<file path="config.mk">
export PLATFORM = sky130hd
export DESIGN_NAME = mem_req_sequencer_flat
export DESIGN_NICKNAME = d
export VERILOG_FILES = /design/src/rtl/mem_req_sequencer_if.sv /design/src/rtl/mem_req_sequencer.sv /design/src/flat_wrapper.sv
export SDC_FILE = /design/constraint.sdc
export NUM_CORES = 1
export LEC_CHECK = 0
export BUFFER_PORTS_ARGS = -buffer_cell sky130_fd_sc_hd__buf_2
export CAP_MARGIN = 10
export CORE_MARGIN = 4
export CORE_UTILIZATION = 33
export CTS_CLUSTER_SIZE = 40
export DETAILED_ROUTE_END_ITERATION = 8
export HOLD_SLACK_MARGIN = 0.05
export SETUP_SLACK_MARGIN = 0.5
export SYNTH_ARGS = -nofsm -noshare
export SYNTH_HDL_FRONTEND = slang
export SYNTH_SLANG_ARGS = --single-unit
</file>
<file path="constraint.sdc">
create_clock -name Clk -period 5.4 [get_ports Clk]
set_input_delay 0.27 -clock Clk [delete_from_list [all_inputs] [get_ports Clk]]
set_output_delay 0.27 -clock Clk [all_outputs]
set_load 0.1 [all_outputs]
</file>
<file path="src/rtl/mem_req_sequencer_if.sv">
// Request, memory-port and response signals of the sequencer in one bundle.
// master is the sequencer's view; slave is the view of the requester, memory and consumer.
interface mem_req_sequencer_if;
  logic        req_valid;
  logic        req_ready;
  logic        req_write;
  logic [3:0]  req_addr;
  logic [31:0] req_data;
  logic [31:0] mem_Data_in;
  logic [3:0]  mem_Address;
  logic        mem_write_En;
  logic        mem_read_En;
  logic [31:0] mem_Data_out;
  logic        rsp_valid;
  logic        rsp_ready;
  logic [31:0] rsp_data;
  logic [3:0]  rsp_addr;

  modport master (
    input  req_valid, req_write, req_addr, req_data, mem_Data_out, rsp_ready,
    output req_ready, mem_Data_in, mem_Address, mem_write_En, mem_read_En,
           rsp_valid, rsp_data, rsp_addr
  );

  modport slave (
    output req_valid, req_write, req_addr, req_data, mem_Data_out, rsp_ready,
    input  req_ready, mem_Data_in, mem_Address, mem_write_En, mem_read_En,
           rsp_valid, rsp_data, rsp_addr
  );
endinterface

</file>
<file path="src/rtl/mem_req_sequencer.sv">
// Buffers requests in a FIFO and issues them in order to a 16x32 memory; MEM_SEQ_STATS_EN adds issue counters.
// Writes issue one per cycle; a read's response is valid 2 cycles after mem_read_En and holds until rsp_ready.
module mem_req_sequencer #(
  parameter int FIFO_DEPTH = 4
) (
  input  logic                 Clk,
  input  logic                 rst,
  mem_req_sequencer_if.master  bus,
  output logic [15:0]          wr_count,
  output logic [15:0]          rd_count
);

  localparam int PW = $clog2(FIFO_DEPTH);
  localparam logic [PW:0]   DEPTH_C = (PW+1)'(FIFO_DEPTH);
  localparam logic [PW:0]   CNT_ONE = (PW+1)'(1);
  localparam logic [PW-1:0] PTR_ONE = PW'(1);

  typedef struct packed {
    logic        write;
    logic [3:0]  addr;
    logic [31:0] data;
  } req_entry_t;

  typedef enum logic [1:0] {
    IDLE     = 2'd0,
    ISSUE_RD = 2'd1,
    CAPTURE  = 2'd2,
    RESP     = 2'd3
  } state_t;

  req_entry_t    fifo_mem [FIFO_DEPTH];
  req_entry_t    head;
  logic [PW-1:0] wr_ptr;
  logic [PW-1:0] rd_ptr;
  logic [PW:0]   count;
  logic [PW:0]   count_nxt;
  logic          ready_q;
  logic          push;
  logic          pop;

  state_t        state;
  logic          we_q;
  logic          re_q;
  logic [3:0]    addr_q;
  logic [31:0]   din_q;
  logic          rsp_valid_q;
  logic [31:0]   rsp_data_q;
  logic [3:0]    rsp_addr_q;

  // Ready is registered from the next occupancy, so it never sees this cycle's valid or pop.
  assign push = bus.req_valid && ready_q;
  assign pop  = (state == IDLE) && (count != '0);
  assign head = fifo_mem[rd_ptr];

  always_comb begin
    count_nxt = count;
    if (push && !pop)
      count_nxt = count + CNT_ONE;
    else if (pop && !push)
      count_nxt = count - CNT_ONE;
  end

  always_ff @(posedge Clk) begin
    if (rst) begin
      wr_ptr  <= '0;
      rd_ptr  <= '0;
      count   <= '0;
      ready_q <= 1'b0;
    end else begin
      if (push)
        wr_ptr <= wr_ptr + PTR_ONE;
      if (pop)
        rd_ptr <= rd_ptr + PTR_ONE;
      count   <= count_nxt;
      ready_q <= (count_nxt != DEPTH_C);
    end
  end

  always_ff @(posedge Clk) begin
    if (push)
      fifo_mem[wr_ptr] <= '{write: bus.req_write, addr: bus.req_addr, data: bus.req_data};
  end

  // mem_Address is untouched while a read is in flight, so it doubles as the response address.
  always_ff @(posedge Clk) begin
    if (rst) begin
      state       <= IDLE;
      we_q        <= 1'b0;
      re_q        <= 1'b0;
      addr_q      <= '0;
      din_q       <= '0;
      rsp_valid_q <= 1'b0;
      rsp_data_q  <= '0;
      rsp_addr_q  <= '0;
    end else begin
      we_q <= 1'b0;
      re_q <= 1'b0;
      case (state)
        IDLE: begin
          if (pop) begin
            addr_q <= head.addr;
            if (head.write) begin
              we_q  <= 1'b1;
              din_q <= head.data;
            end else begin
              re_q  <= 1'b1;
              state <= ISSUE_RD;
            end
          end
        end
        ISSUE_RD: state <= CAPTURE;
        CAPTURE: begin
          rsp_data_q  <= bus.mem_Data_out;
          rsp_addr_q  <= addr_q;
          rsp_valid_q <= 1'b1;
          state       <= RESP;
        end
        RESP: begin
          if (bus.rsp_ready) begin
            rsp_valid_q <= 1'b0;
            state       <= IDLE;
          end
        end
        default: state <= IDLE;
      endcase
    end
  end

  assign bus.req_ready    = ready_q;
  assign bus.mem_write_En = we_q;
  assign bus.mem_read_En  = re_q;
  assign bus.mem_Address  = addr_q;
  assign bus.mem_Data_in  = din_q;
  assign bus.rsp_valid    = rsp_valid_q;
  assign bus.rsp_data     = rsp_data_q;
  assign bus.rsp_addr     = rsp_addr_q;

`ifdef MEM_SEQ_STATS_EN
  logic        issue_wr;
  logic        issue_rd;
  logic [15:0] wr_cnt_q;
  logic [15:0] rd_cnt_q;

  assign issue_wr = pop && head.write;
  assign issue_rd = pop && !head.write;

  always_ff @(posedge Clk) begin
    if (rst) begin
      wr_cnt_q <= '0;
      rd_cnt_q <= '0;
    end else begin
      if (issue_wr && (wr_cnt_q != 16'hFFFF))
        wr_cnt_q <= wr_cnt_q + 16'd1;
      if (issue_rd && (rd_cnt_q != 16'hFFFF))
        rd_cnt_q <= rd_cnt_q + 16'd1;
    end
  end

  assign wr_count = wr_cnt_q;
  assign rd_count = rd_cnt_q;
`else
  assign wr_count = 16'd0;
  assign rd_count = 16'd0;
`endif

endmodule

</file>
<file path="src/flat_wrapper.sv">
// flat-port wrapper written by rule: the top's interface ports become plain ports
module mem_req_sequencer_flat 
#(
  parameter int FIFO_DEPTH = 4
)
  (Clk, rst, wr_count, rd_count, bus_req_valid, bus_req_write, bus_req_addr, bus_req_data, bus_mem_Data_out, bus_rsp_ready, bus_req_ready, bus_mem_Data_in, bus_mem_Address, bus_mem_write_En, bus_mem_read_En, bus_rsp_valid, bus_rsp_data, bus_rsp_addr);
  mem_req_sequencer_if bus_i ();
  input  logic Clk;
  input  logic rst;
  output logic [15:0] wr_count;
  output logic [15:0] rd_count;
  input wire logic [$bits(bus_i.req_valid)-1:0] bus_req_valid;
  input wire logic [$bits(bus_i.req_write)-1:0] bus_req_write;
  input wire logic [$bits(bus_i.req_addr)-1:0] bus_req_addr;
  input wire logic [$bits(bus_i.req_data)-1:0] bus_req_data;
  input wire logic [$bits(bus_i.mem_Data_out)-1:0] bus_mem_Data_out;
  input wire logic [$bits(bus_i.rsp_ready)-1:0] bus_rsp_ready;
  output wire logic [$bits(bus_i.req_ready)-1:0] bus_req_ready;
  output wire logic [$bits(bus_i.mem_Data_in)-1:0] bus_mem_Data_in;
  output wire logic [$bits(bus_i.mem_Address)-1:0] bus_mem_Address;
  output wire logic [$bits(bus_i.mem_write_En)-1:0] bus_mem_write_En;
  output wire logic [$bits(bus_i.mem_read_En)-1:0] bus_mem_read_En;
  output wire logic [$bits(bus_i.rsp_valid)-1:0] bus_rsp_valid;
  output wire logic [$bits(bus_i.rsp_data)-1:0] bus_rsp_data;
  output wire logic [$bits(bus_i.rsp_addr)-1:0] bus_rsp_addr;
  assign bus_i.req_valid = bus_req_valid;
  assign bus_i.req_write = bus_req_write;
  assign bus_i.req_addr = bus_req_addr;
  assign bus_i.req_data = bus_req_data;
  assign bus_i.mem_Data_out = bus_mem_Data_out;
  assign bus_i.rsp_ready = bus_rsp_ready;
  assign bus_req_ready = bus_i.req_ready;
  assign bus_mem_Data_in = bus_i.mem_Data_in;
  assign bus_mem_Address = bus_i.mem_Address;
  assign bus_mem_write_En = bus_i.mem_write_En;
  assign bus_mem_read_En = bus_i.mem_read_En;
  assign bus_rsp_valid = bus_i.rsp_valid;
  assign bus_rsp_data = bus_i.rsp_data;
  assign bus_rsp_addr = bus_i.rsp_addr;
  mem_req_sequencer #(.FIFO_DEPTH(FIFO_DEPTH)) u_core (.Clk(Clk), .rst(rst), .bus(bus_i), .wr_count(wr_count), .rd_count(rd_count));
endmodule
</file>
== Word-level counts from Yosys, hierarchy flattened ==
Memory sizes are Yosys's and may differ from the RTL's. A register that Yosys moved wholly into a read port is not among the register bits.
Cells that the tools add are included.

* Register bits after elaboration: 85
* RAM bits: 148
* Input bits: 73
* Output and inout bits: 108
* Logic and storage cells: 54
* Memories kept: 1

* Add/sub/neg operators: 4
* Equality and inequality tests: 7
* Muxes and demuxes: 14
* Bitwise logic cells: 2
* Reductions and logical operators: 14

{| class="wikitable"
|+ Memories
! name !! words !! width !! read ports !! clocked after memory_dff !! wr ports !! line !! RTL
|-
| u_core.fifo_mem || 4 || 37 || 1 || 1 || 1 || mem_req_sequencer.sv:31 || <nowiki>req_entry_t fifo_mem [FIFO_DEPTH];</nowiki>
|}

{| class="wikitable"
|+ Operator list
! cell !! number
|-
| 2-to-1 mux 2 bit || 5
|-
| case mux 2 bit (4 select lines) || 1
|-
| 2-to-1 mux 3 bit || 2
|-
| AND reduction 3 bit || 2
|-
| 2-to-1 mux 1 bit || 5
|-
| adder 2 x 1 -> 2 bit, second input constant || 2
|-
| == test 2 bit, second input constant || 2
|-
| logical AND 1 bit || 4
|-
| inequality test 2 bit, second input constant || 2
|-
| AND reduction 2 bit || 2
|-
| adder 3 x 1 -> 3 bit, second input constant || 1
|-
| inequality test 3 bit, second input constant || 1
|-
| nonzero test 3 bit || 1
|-
| OR reduction 3 bit || 1
|-
| subtractor 3 x 1 -> 3 bit, second input constant || 1
|-
| == test 2 x 1 -> 1 bit, second input constant || 1
|-
| zero test 1 bit || 2
|-
| zero test 2 bit || 1
|-
| inequality test 2 x 1 -> 1 bit, second input constant || 1
|-
| NOT 1 bit || 2
|-
| case mux 1 bit (2 select lines) || 1
|-
| nonzero test 2 bit || 1
|}

== Longest topological paths before layout ==
Gate-level depths: netlist of run 1.

* Depth in word-level cells: 6
* Depth in mapped cells: 9
* Gate-level depth less buffers: 7

== Worst setup path before layout of run 1 ==
OpenSTA, ideal clock, no wires.

* Kind: register to register
* Start: register u_core.ready_q, in the netlist u_core.bus.req_ready
* End: memory u_core.fifo_mem[0][0] (netlist name), enable pin
* Library setup time: 398 ps
* Arrival time: 2,104 ps
* Data required time: 5,002 ps
* Setup slack: 2,898 ps
* Cell stages (with the launch flop): 2
* Path buffers: 0
* Clock period less this slack: 2,502 ps
* Cell sequence: dfxtp_1 -> and3_1

* Cells in the longest elaborated chain, start to end: 3

{| class="wikitable"
|+ Ends and longest elaborated chain
! element !! line !! RTL
|-
| from (decl) || mem_req_sequencer.sv:37 || <nowiki>logic ready_q;</nowiki>
|-
| from (signal assigned) || mem_req_sequencer.sv:75 || <nowiki>ready_q <= (count_nxt != DEPTH_C);</nowiki>
|-
| logical AND 1 bit || mem_req_sequencer.sv:51 || <nowiki>assign push = bus.req_valid && ready_q;</nowiki>
|-
| 2-to-1 mux 1 bit || mem_req_sequencer.sv:80 || <nowiki>if (push)</nowiki>
|-
| 2-to-1 mux 1 bit (not written as such) || mem_req_sequencer.sv:81 || <nowiki>fifo_mem[wr_ptr] <= '{write: bus.req_write, addr: bus.req_addr, data: bus.req_data};</nowiki>
|-
| to (decl) || mem_req_sequencer.sv:31 ||
|}

Every way passes these cells.

==> results.cfg, run 1 <==
[status]
status = complete, no violations

[worst_setup_path]
path_class = flop to flop
arrival_ns = 3.05
worst-path-stages = 5
slowest_stage = dfxtp_4
crit_path_frequent_cell = nand2_1
path_cells = mux4_2 > nand2_1 > buf_4 > nand2_1 > a21oi_1
slowest_delay_ns = 0.86
path_max_fanout = 37
end_kind = flop
cp-start-kind = flop
cp_top_family = flip-flops
crit_buf_inv = 1
worstPathRequired_ns = 5.84
r2r.worst_path.cells = 5

[global_routing]
grt_pass1_wl_mm = 28.4
track_usage_pct = 12.3
antenna_found_initial = 1
grt_max_degree = 87
grt_pass1_vias = 5182
grt_overflow = 0

[place]
place_hpwl_mm = 11.1
place_ws_ns = 2.70
postPlaceCellArea_um2 = 9710
io_buffers = 148
place.gp.congestion = 0.697

[synthesis]
yosys.cell_count.top_type = edfxtp_1
ys_ff_latch = 235
synth_area_um2 = 8810
yosysTopAreaCellShare_pct = 50.5
synth_cell_types = 32
async_reset_ff_share_pct = 0
synth_compound_area_share_pct = 2.66
syn_inst = 581
ys_top_cells_by_area = edfxtp_1 (50%), dfxtp_1 (20%), mux4_2 (9.5%)
yosys.area.top_type = edfxtp_1
synth_fa_ha_area_share_pct = 1.53
ys.flop_type = edfxtp_1
synth_enable_flop_cells = 148
yosys_warnings = 0
synthMuxAreaShare_pct = 13.7
syn_area_per_cell_um2 = 15.2
yosys.area_share.simple_pct = 6.39
synthXorXnorAreaFrac_pct = 0.597
synth_top_family_by_area = multiplexers
synth_common_cells = edfxtp_1 (148), dfxtp_1 (87), nand2_1 (78)
seq_area_frac_synth_pct = 70.2

[floorplan]
die_area_um2 = 29400
fp.dieW_um = 171
start_util_pct = 33.7
core_um2 = 26100
rows = 59
io_pins = 181
die_h_um = 171

[detailed_routing]
first_pass_iters = 4
wl_met2_mm = 8.96
route.detailed.drc = 0
top_layer = met4
wl_met1_mm = 7.94
drt_wl_total_mm = 18.7
wire_per_inst_um = 16.2
wl_met3_mm = 1.42
vias_per_cell = 4.46
num_vias = 5147
drtIter0Drc = 253
antenna_left = 0

[clock_network]
cts-root-buf = clkbuf_16
clk_pin_slew_worst_paths_ns = 0.06
cts_resized = 0
clkLatencyLatePin_ns = 0.52
cts_tree = yes
h-tree-depth = 1
clockBufferDepth = 3
cts_hold_buffers = 71
cts_setup_buffers = 0
cts-buffers-inserted = 25
cts_sinks = 235

[sta]
fin_crit_sh_pct = 48.2
tightest_slew_ns = 1.05
rsz0062_at_grt = false
setup_ws_ns = 2.79
fin_setup_tns_ns = 0
slew_violations = 0
hold_viol = 0
slew_headroom_pct = 30.2
fin_skew_ns = 0.00904
setup_viol = 0
min_period_ns = 2.61
fmax_mhz = 384

[power]
power_mw = 6.36
power.density_nw_per_um2 = 564
worst_ir_drop_vdd_mv = 0.358
total_leakage_power_nw = 4.22

[final_layout]
design_area_um2 = 11300
final_layout_size_suffix_gt1_share_pct = 29.1
area_growth_syn_to_layout_pct = 28.0
fin_nets = 881

[min_path]
whs_path_depth = 2
hold_class = input pin to flop

[job]
max-cap-violations = 0
[state kept, by name, indices dropped and copies added, names as in the netlist, named ones only]
| name | cells |
|---|---|
| u_core.bus.mem_write_En | 1 |
| u_core.bus.req_ready | 1 |
| u_core.bus.rsp_valid | 1 |
| u_core.bus.mem_read_En | 1 |
| u_core.bus.mem_Data_in | 32 |
| u_core.bus.rsp_data | 32 |
| u_core.bus.mem_Address | 4 |
| u_core.bus.rsp_addr | 4 |
| u_core.wr_ptr | 2 |
| u_core.fifo_mem | 148 |
| u_core.count | 3 |
| u_core.state | 2 |
| u_core.rd_ptr | 2 |
[layout make-up]
class                   count  area [um^2]
diodes                      1         2.50
clock buffers              33          716
clock inverters            13          134
fillers                  2385        14900
inverters                   7         26.3
multi-input cells         308         2320
flip-flops and latches    235         6190
well taps                 335          419
repair buffers            221         1470
[power by group]
part	switching (mW)	internal (mW)	total, mW
logic	1.70	0.556	2.25
clock network	0.689	1.03	1.72
registers	0.216	2.16	2.38
[cells in the final DEF (no fill, tap or decap), types with 3 or more instances in the layout]
master,count
mux2i_1,37
mux4_2,37
and3_2,5
clkbuf_8,6
buf_4,3
nor3_1,3
clkbuf_16,25
nor2b_1,3
ha_1,9
conb_1,32
dlygate4sd3_1,71
a21oi_1,39
xnor2_1,5
nand2_1,78
clkinv_2,6
buf_2,147
inv_1,7
edfxtp_1,148
nor2_1,45
dfxtp_1,85
[path summary, 6_finish.rpt]
check / start / endpoint / slack, ns
min: rst / u_core.bus.rsp_data[7] / 0.37
max: flop / u_core.bus.mem_Data_in[14] / 2.79
min reg2reg: u_core.bus.mem_Data_in[1] / u_core.bus.mem_Data_in[1] / 0.45
max reg2reg: flop / u_core.bus.mem_Data_in[14] / 2.79
[routing by layer]
metal  vias up  track usage [%]
met5         -                0
met4         0             2.82
met3        29             2.92
met2       203             21.8
met1      2434             15.3
li1       2481                -
[logic make-up (layout without fill, tap and decap cells)]
logic type,Yosys count,in the layout
flip-flops,235,235
AND/OR/NAND/NOR,140,140
multiplexers,74,74
buffers and inverters,69,274
AO/OA/AOI/OAI,45,45
adder cells (fa/ha/maj),11,11
XOR/XNOR,6,6
other,1,33
[metrics by stage]
stage / utilization (%) / hold slack (ns) / std cells
2_1_floorplan: - / 0.369 / 612
3_3_place_gp: 37.2 / 0.439 / 1035
3_5_place_dp: 37.2 / 0.443 / 1035
4_1_cts: 43.1 / 0.363 / 1152
5_1_grt: 43.1 / 0.425 / 1153
6_report: 43.1 / 0.374 / 1153
Note: power is estimated with default switching activity, not from simulation.
==> run 2: changes to the inputs <==
==> constraint.sdc (replaced) <==
create_clock -name Clk -period 2.3 [get_ports Clk]
set_input_delay 0.115 -clock Clk [delete_from_list [all_inputs] [get_ports Clk]]
set_output_delay 0.115 -clock Clk [all_outputs]
set_load 0.1 [all_outputs]
==> run 2 against run 1 <==
- cell count increased by 1.2%
- wire length increased by 1.7%
- final area increased by 1.5%
- largest power group is now combinational cells
==> results.cfg, run 2 (synthesis gave the netlist of run 1 again) <==
[final_layout]
final_layout_size_suffix_gt1_share_pct = 30.4
design_area_um2 = 11400
largest_reg_flops = 148
fin_nets = 896
regMostFlops = u_core.fifo_mem
area_growth_syn_to_layout_pct = 29.9
layout_common_cells = edfxtp_1 (148), buf_2 (147), dfxtp_1 (84)
layout_commonest_cell = edfxtp_1
diodes = 0
fin_util_pct = 43.8

[worst_setup_path]
slowest_stage = maj3_1
cp-start-kind = flop
path_max_fanout = 7
path_class = flop to flop
r2r_start = u_core.count[0]
r2r_end = u_core.bus.req_ready
r2r.worst_path.cells = 7
cp_top_family = adder cells
end_kind = flop
slowest_delay_ns = 0.37
ff2ff_setup_slack_ns = 0.60
arrival_ns = 2.06
worstPathRequired_ns = 2.66
crit_buf_inv = 1
path_cells = inv_1 > ha_1 > nand2b_1 > and2_4 > maj3_1 > o22ai_2 > a31oi_1

[power]
total_leakage_power_nw = 4.31
power.density_nw_per_um2 = 1320
worst_ir_drop_vdd_mv = 1.05

[floorplan]
die_area_um2 = 29400
fp.dieW_um = 171
core_um2 = 26100
die_h_um = 171
rows = 59
start_util_pct = 33.7
io_pins = 181

[global_routing]
grt_util_met2_pct = 21.9
grt_overflow = 0
track_usage_pct = 12.6
use_met1_pct = 16.0
grt_max_degree = 51
grt.busiest_layer = met2
grt_pass1_vias = 5300
grt_pass1_wl_mm = 29.0
antenna_found_initial = 0
grtUsageMet3_pct = 2.83

[place]
place_hpwl_mm = 11.6
place.gp.congestion = 0.712
io_buffers = 148
postPlaceCellArea_um2 = 9860
place_ws_ns = 0.403

[clock_network]
cts_tree = yes
clockBufferDepth = 3
clkLatencyLatePin_ns = 0.52
h-tree-depth = 1
clk_pin_slew_worst_paths_ns = 0.06
cts_sinks = 235
cts-buffers-inserted = 25
cts-root-buf = clkbuf_16

[sta]
rsz0062_at_grt = true
tightest_slew_ns = 0.633
fin_setup_tns_ns = 0
min_period_ns = 1.70
fmax_mhz = 588
fin_crit_sh_pct = 74.0
finalHoldWorstSlack_ns = 0.123
hold_viol = 0
slew_headroom_pct = 57.8
setup_viol = 0
slew_violations = 0
fin_skew_ns = 0.0236
setup_ws_ns = 0.599

[detailed_routing]
first_pass_iters = 4
vias_per_cell = 4.49
wire_per_inst_um = 16.3
antenna_left = 0
drtIter0Drc = 216
drt_wl_total_mm = 19.0
route.detailed.drc = 0
num_vias = 5238

[job]
max-cap-violations = 0

[min_path]
hold_class = input pin to flop
whs_path_depth = 2
hp-start = rst
worstHoldEndpoint = u_core.bus.mem_Data_in[23]

[status]
status = complete, no violations
## run 2: timing repair
action                     in CTS  in global routing
hold buffers                   71                  0
buffers inserted                0                  1
hold endpoints to repair      183                  0
gates resized for setup         3                  2
setup endpoints to repair      34                 23
## run 2: power by group
group / internal (mW) / switching [mW]
Combinational: 1.45 / 4.28
Clock: 2.51 / 1.57
Sequential: 5.07 / 0.268
## run 2: area by class of cell
type                            count  area, um^2
Inverter                            7        26.3
Tap cell                          335         419
Timing Repair Buffer              236        1630
Clock buffer                       31         668
Clock inverter                     15         178
Fill cell                        2339       14700
Multi-Input combinational cell    308        2330
Sequential cell                   235        6190
## run 2: how the worst max path moves through the flow
| stage | start | endpoint | cells after the start |
|---|---|---|---|
| floorplan | u_core.bus.req_ready | u_core.fifo_mem[0][0] | 1 |
| global placement | u_core.count[1] | u_core.bus.mem_Data_in[6] | 8 |
| detailed placement | u_core.count[1] | u_core.bus.mem_Data_in[5] | 8 |
| CTS | flop | u_core.bus.mem_Data_in[17] | 5 |
| global route | u_core.count[1] | u_core.bus.req_ready | 7 |
| finish | u_core.count[0] | u_core.bus.req_ready | 7 |
## run 2: per-stage QoR
stage	total power, mW	std cells
5_1_grt	15.9	1167
3_3_place_gp	11.1	1049
4_1_cts	15.3	1166
3_5_place_dp	11.1	1049
6_report	15.2	1167
2_1_floorplan	10.1	612
## run 2: worst register-to-register path, cell delays in order (launching register included)
cell	delay (ns)
dfxtp_1	0.31
inv_1	0.10
ha_1	0.19
nand2b_1	0.11
and2_4	0.20
maj3_1	0.37
o22ai_2	0.18
a31oi_1	0.10
## run 2: routing by layer
metal	vias to the layer above	routed length (um)
li1	2502	-
met1	2521	8160
met2	188	9140
met3	27	1280
met4	0	419
met5	-	0
